--- config.mk ---
export PLATFORM = sky130hd
export DESIGN_NAME = fpu_esc_dispatch
export DESIGN_NICKNAME = d
export VERILOG_FILES = /design/src/rtl/fpu_esc_dispatch_pkg.sv /design/src/rtl/fpu_esc_dispatch_fifo.sv /design/src/rtl/fpu_esc_dispatch.sv
export SDC_FILE = /design/constraint.sdc
export NUM_CORES = 1
export LEC_CHECK = 0
export ABC_AREA = 1
export ABC_CLOCK_PERIOD_IN_PS = 6800
export BUFFER_PORTS_ARGS = -buffer_cell sky130_fd_sc_hd__buf_4
export CELL_PAD_IN_SITES_DETAIL_PLACEMENT = 0
export CELL_PAD_IN_SITES_GLOBAL_PLACEMENT = 2
export CORE_AREA = 2 2 233 235
export DETAILED_ROUTE_END_ITERATION = 8
export DIE_AREA = 0 0 235 237
export PLACE_DENSITY = 0.8
export SLEW_MARGIN = 30
export SYNTH_ARGS = -nofsm -noshare
export SYNTH_HDL_FRONTEND = slang
export SYNTH_SLANG_ARGS = --single-unit
--- constraint.sdc ---
create_clock -name clk -period 6.8 [get_ports clk]
set_clock_uncertainty 0.05 [all_clocks]
set_input_delay 1.36 -clock clk [delete_from_list [all_inputs] [get_ports clk]]
set_output_delay 1.36 -clock clk [all_outputs]
set_load 0.02 [all_outputs]
--- src/rtl/fpu_esc_dispatch_pkg.sv ---
// Shared definitions for the ESC-to-FPU dispatcher: FSM encoding, queue entry
// layout and default sizing.
package fpu_esc_dispatch_pkg;

  localparam int DEFAULT_DEPTH   = 4;
  localparam int DEFAULT_TIMEOUT = 255;

  typedef enum logic [1:0] {
    ST_IDLE  = 2'd0,
    ST_ISSUE = 2'd1,
    ST_DATA  = 2'd2
  } esc_state_t;

  typedef struct packed {
    logic [7:0]  opcode;
    logic [7:0]  modrm;
    logic        has_mem;
    logic [79:0] mem_data;
    logic [2:0]  mem_size;
  } esc_entry_t;

endpackage

--- src/rtl/fpu_esc_dispatch_fifo.sv ---
// Parametric synchronous FIFO holding pending ESC instructions; the head entry
// is visible combinationally so the dispatcher can present it without delay.
module fpu_esc_fifo #(
  parameter int WIDTH = 100,
  parameter int DEPTH = 4
) (
  input  logic                       clk,
  input  logic                       rst_n,
  input  logic                       push,
  input  logic                       pop,
  input  logic [WIDTH-1:0]           wdata,
  output logic [WIDTH-1:0]           rdata,
  output logic [$clog2(DEPTH):0]     count,
  output logic                       full,
  output logic                       empty
);

  localparam int AW = (DEPTH > 1) ? $clog2(DEPTH) : 1;
  localparam int CW = $clog2(DEPTH) + 1;

  logic [WIDTH-1:0] r_mem [DEPTH];
  logic [AW-1:0]    r_wr_ptr;
  logic [AW-1:0]    r_rd_ptr;
  logic [CW-1:0]    r_count;
  logic             w_push;
  logic             w_pop;

  assign full   = (r_count == CW'(DEPTH));
  assign empty  = (r_count == '0);
  assign w_push = push && !full;
  assign w_pop  = pop && !empty;
  assign rdata  = r_mem[r_rd_ptr];
  assign count  = r_count;

  always_ff @(posedge clk) begin
    if (w_push) begin
      r_mem[r_wr_ptr] <= wdata;
    end
  end

  // Power-of-two depth lets the pointers wrap naturally.
  always_ff @(posedge clk or negedge rst_n) begin
    if (!rst_n) begin
      r_wr_ptr <= '0;
      r_rd_ptr <= '0;
      r_count  <= '0;
    end else begin
      if (w_push) r_wr_ptr <= r_wr_ptr + AW'(1);
      if (w_pop)  r_rd_ptr <= r_rd_ptr + AW'(1);
      case ({w_push, w_pop})
        2'b10:   r_count <= r_count + CW'(1);
        2'b01:   r_count <= r_count - CW'(1);
        default: r_count <= r_count;
      endcase
    end
  end

endmodule

--- src/rtl/fpu_esc_dispatch.sv ---
// Queues CPU ESC instructions and hands them to the FPU through an instruction
// handshake and an optional operand handshake, with timeout and overflow flags.
module fpu_esc_dispatch
  import fpu_esc_dispatch_pkg::*;
#(
  parameter int DEPTH   = DEFAULT_DEPTH,
  parameter int TIMEOUT = DEFAULT_TIMEOUT
) (
  input  logic                   clk,
  input  logic                   reset,
  input  logic                   esc_valid,
  input  logic [7:0]             esc_opcode,
  input  logic [7:0]             esc_modrm,
  input  logic                   esc_has_mem,
  input  logic [79:0]            esc_mem_data,
  input  logic [2:0]             esc_mem_size,
  output logic                   esc_ready,
  input  logic                   fwait_req,
  output logic                   fwait_done,
  output logic                   fpu_instr_valid,
  output logic [7:0]             fpu_opcode,
  output logic [7:0]             fpu_modrm,
  input  logic                   fpu_instr_ack,
  output logic                   fpu_data_write,
  output logic [2:0]             fpu_data_size,
  output logic [79:0]            fpu_data_out,
  input  logic                   fpu_data_ready,
  input  logic                   fpu_busy,
  output logic [$clog2(DEPTH):0] q_count,
  output logic                   err_overflow,
  output logic                   err_timeout,
  input  logic                   err_clr
);

  localparam int TW = $clog2(TIMEOUT + 1);

  esc_state_t       r_state;
  logic [TW-1:0]    r_wait_cnt;
  logic             r_instr_valid;
  logic [7:0]       r_opcode;
  logic [7:0]       r_modrm;
  logic             r_data_write;
  logic [79:0]      r_data;
  logic [2:0]       r_size;
  logic             r_fwait_done;
  logic             r_err_ovf;
  logic             r_err_tmo;

  esc_entry_t       w_wr_entry;
  esc_entry_t       w_head;
  logic             w_push;
  logic             w_pop;
  logic             w_full;
  logic             w_empty;
  logic             w_expired;
  logic             w_tmo_set;
  logic [$clog2(DEPTH):0] w_count;

  assign w_wr_entry = '{opcode: esc_opcode, modrm: esc_modrm, has_mem: esc_has_mem,
                        mem_data: esc_mem_data, mem_size: esc_mem_size};
  assign w_push     = esc_valid && !w_full;
  assign w_expired  = (r_wait_cnt == TW'(TIMEOUT - 1));

  // Head leaves on a completed handshake or when its wait expires.
  assign w_tmo_set  = ((r_state == ST_ISSUE) && !fpu_instr_ack && w_expired) ||
                      ((r_state == ST_DATA)  && !fpu_data_ready && w_expired);
  assign w_pop      = ((r_state == ST_ISSUE) && fpu_instr_ack && !w_head.has_mem) ||
                      ((r_state == ST_DATA)  && fpu_data_ready) ||
                      w_tmo_set;

  fpu_esc_fifo #(
    .WIDTH ($bits(esc_entry_t)),
    .DEPTH (DEPTH)
  ) u_fifo (
    .clk   (clk),
    .rst_n (reset),
    .push  (w_push),
    .pop   (w_pop),
    .wdata (w_wr_entry),
    .rdata (w_head),
    .count (w_count),
    .full  (w_full),
    .empty (w_empty)
  );

  always_ff @(posedge clk or negedge reset) begin
    if (!reset) begin
      r_state       <= ST_IDLE;
      r_wait_cnt    <= '0;
      r_instr_valid <= 1'b0;
      r_opcode      <= '0;
      r_modrm       <= '0;
      r_data_write  <= 1'b0;
      r_data        <= '0;
      r_size        <= '0;
    end else begin
      case (r_state)
        ST_IDLE: begin
          if (!w_empty && !fpu_busy) begin
            r_state       <= ST_ISSUE;
            r_wait_cnt    <= '0;
            r_instr_valid <= 1'b1;
            r_opcode      <= w_head.opcode;
            r_modrm       <= w_head.modrm;
          end
        end
        ST_ISSUE: begin
          if (fpu_instr_ack || w_expired) begin
            r_instr_valid <= 1'b0;
            r_opcode      <= '0;
            r_modrm       <= '0;
            r_wait_cnt    <= '0;
            if (fpu_instr_ack && w_head.has_mem) begin
              r_state      <= ST_DATA;
              r_data_write <= 1'b1;
              r_data       <= w_head.mem_data;
              r_size       <= w_head.mem_size;
            end else begin
              r_state <= ST_IDLE;
            end
          end else begin
            r_wait_cnt <= r_wait_cnt + TW'(1);
          end
        end
        ST_DATA: begin
          if (fpu_data_ready || w_expired) begin
            r_state      <= ST_IDLE;
            r_data_write <= 1'b0;
            r_data       <= '0;
            r_size       <= '0;
            r_wait_cnt   <= '0;
          end else begin
            r_wait_cnt <= r_wait_cnt + TW'(1);
          end
        end
        default: begin
          r_state       <= ST_IDLE;
          r_instr_valid <= 1'b0;
          r_data_write  <= 1'b0;
        end
      endcase
    end
  end

  // Sticky flags: a new event in the same cycle beats err_clr.
  always_ff @(posedge clk or negedge reset) begin
    if (!reset) begin
      r_err_ovf    <= 1'b0;
      r_err_tmo    <= 1'b0;
      r_fwait_done <= 1'b0;
    end else begin
      if (esc_valid && w_full) r_err_ovf <= 1'b1;
      else if (err_clr)        r_err_ovf <= 1'b0;
      if (w_tmo_set)           r_err_tmo <= 1'b1;
      else if (err_clr)        r_err_tmo <= 1'b0;
      r_fwait_done <= fwait_req && (w_count == '0) && (r_state == ST_IDLE) && !fpu_busy;
    end
  end

  assign esc_ready       = !w_full;
  assign q_count         = w_count;
  assign fpu_instr_valid = r_instr_valid;
  assign fpu_opcode      = r_opcode;
  assign fpu_modrm       = r_modrm;
  assign fpu_data_write  = r_data_write;
  assign fpu_data_out    = r_data;
  assign fpu_data_size   = r_size;
  assign fwait_done      = r_fwait_done;
  assign err_overflow    = r_err_ovf;
  assign err_timeout     = r_err_tmo;

endmodule

==> run summary <==
Placed Cells: 2582
gpl congestion: 0.7524
Area contributors post-synth: edfxtp_1, dfrtp_1, nand2_1, nand3_1, a21oi_1
post-synthesis mux area share: 0
Buffers on Ports: 215
GR Util met2: 0.3037
Post-synth top flop: edfxtp_1
final cell count without fillers: 2689
RSZ-0062 raised after global routing: no
DRT iter0 DRCs: 1000
hold-fix buffers at CTS: 0
Bufs on Longest Clock Path: 3
Root Driver: clkbuf_16
routed len/inst: 19.11 um
Post-Synthesis Cell Area: 20580 um2
CP Launch Type: flop
Final Core Density: 0.4624
H-tree Lvls: 2
Initial Util: 0.3862
Max transition margin: 0.3427
max-cap viol count: 0
Max VDD drop: 0.0002347 V
DP Wirelength: 27680 um
EDFF count, synth: 400
post-synthesis sequential element count: 521
Synth Area in Adders: 0.007053
antenna viol nets, final: 0
first drt pass iteration count: 5
first-pass GRT wire length: 78470 um
net count after synthesis: 1879
# rows: 85
CP required: 7.23 ns
fraction of registers with async set or reset after synthesis: 0.2322
Syn-to-layout area delta: 19.74%
post-synthesis compound-gate area fraction: 0.05126
total number of vias: 13472
Synth Area in XOR/XNOR: 0.001703
busiest metal layer after global routing: met2
post-synthesis instance total: 1760
CTS Buf Count: 54
initial antenna violation count: 9
CTS Sinks: 521
largest family of logic cells by synthesized area: simple AND/OR/NAND/NOR gates
data arrival time of the worst path: 4.09 ns
CP Max Fanout: 43
Reg clk slew, reported paths: 0.06 ns
biggest area consumer among synthesized cells: edfxtp_1
post-CTS setup buffer count: 0
outcome: finished, final reports clean
Place WS: 2.886 ns
I/O pin count: 216
Pwr Total: 12.10 mW
post-DR vias/cell: 5.010
Final Cycle Share: 0.5379
Synth top area share: 0.5837
largest net degree at the start of global routing: 101
Die ar.: 55700 um2
worst r2r path cells: 11
Total Wirelength: 51380 um
Final min period: 3.657 ns
met3 GRT Util: 0.03661
CTS tree: done
Commonest cells post-synth: nand2_1, edfxtp_1, nand3_1, a21oi_1, dfrtp_1
layout cell share with drive strength beyond 1: 0.1756
chip width: 235 um
Filler cells: 4862
Post-Synth Simple-Gate Area: 0.1765
number of remaining DRC errors: 0
pwr/cell area: 491.0 nW/um2
Post-CTS Resized: 0
grt ovf: 0
post-synthesis cell type count: 28
Worst Hold Depth: 2
GRT Total Usage: 0.1827
endpoints failing hold: 0
vias in the first global route: 13180
kind of critical path: reg2reg
worst skew pair latency: 0.62 ns
fmax: 273.4 MHz
Post-DP Area: 22750 um2
most frequent cell after synthesis: nand2_1
Syn. warnings: 0
design area: 24640 um2
met1 Use GR: 0.2414
Die H: 237 um
post-synthesis sequential area ratio: 0.7309
Critical Path End Type: flop
Final nets: 2061
Min-Delay Path Class: reg2reg
max-slew violation count: 0
Leakage Power: 10.21 nW
worst slew pin tran: 0.9858 ns
syn_area_per_cell: 11.69 um2
TNS Setup: 0 ns
Finish-stage setup viols: 0
Core Region: 53280 um2
hold_ws: 0.4201 ns
worst setup margin: 3.143 ns
worst max-delay path, stage by stage (launching register included):
cell and delay [ns]:
dfrtp_1 0.37, inv_1 0.07, ha_1 0.24, clkinv_2 0.57, o21ai_1 0.19, nand2_2 0.15
inv_2 0.06, nor2_4 0.61, nand2_4 0.53, buf_4 0.47, nand2_1 0.13, nand2_1 0.05
state kept, by name, indices dropped and copies added, names as in the netlist:
name	count
r_wait_cnt	8
fpu_instr_valid	1
u_fifo.r_wr_ptr	2
r_state	2
fpu_data_write	1
fpu_modrm	8
u_fifo.count	3
fpu_opcode	8
u_fifo.r_mem	400
fpu_data_size	3
err_timeout	1
fpu_data_out	80
u_fifo.r_rd_ptr	2
err_overflow	1
fwait_done	1
area by class of cell:
cell class,instances,area [um2],area share
antenna,5,12.51,0.0005078
timing repair buffer,234,1800,0.07308
clock buffer,72,1530,0.06211
clock inverter,30,335.3,0.01361
tap,696,870.8,0.03534
sequential,521,15050,0.6107
multi-input combinational,1098,4912,0.1994
inverter,33,130.1,0.005281
power by group:
part	internal [mW]	total (mW)	leakage [nW]	switching [mW]
Clock	1.82	3.05	0.928	1.23
Sequential	4.30	4.70	5.18	0.405
Combinational	1.34	4.35	4.10	3.01
cell families after synthesis:
logic type,count (synthesis)
compound gates,204
xor+xnor,4
fa+ha+maj,11
buf+inv,141
flops,521
simple gates,879
per-layer routing:
metal | wire length [um] | up-vias | share of wire
met5 | 44 | - | 0.00086
met4 | 1058 | 8 | 0.021
met3 | 2499 | 72 | 0.049
met2 | 25190 | 307 | 0.49
met1 | 22590 | 6632 | 0.44
li1 | - | 6453 | -
layout by cell type (no fill, tap or decap), types with 3 or more instances in the layout:
cell	instances
a21oi_1	169
a31oi_1	16
buf_4	227
buf_6	5
bufinv_16	6
clkbuf_1	8
clkbuf_16	55
clkbuf_8	9
clkinv_2	16
dfrtp_1	119
diode_2	5
edfxtp_1	400
ha_1	10
inv_1	28
inv_2	3
inv_6	3
nand2_1	633
nand2_2	5
nand3_1	205
nand4_1	16
nor2_1	11
nor2_4	6
o21ai_0	12
o22ai_1	3
xor2_1	3
path summary, 6_finish.rpt:
check / startpoint / end / slack, ns
setup / recovery: r_state[0] / fpu_data_out[78] / 3.14
hold / removal: fpu_data_out[64] / fpu_data_out[64] / 0.42
setup reg to reg: r_state[0] / fpu_data_out[78] / 3.14
hold reg to reg: fpu_data_out[64] / fpu_data_out[64] / 0.42
max in group asynchronous: reset / u_fifo.r_rd_ptr[0] / 4.54
min in group asynchronous: reset / fpu_modrm[3] / 0.76
Power figures use the tool's default switching activity.
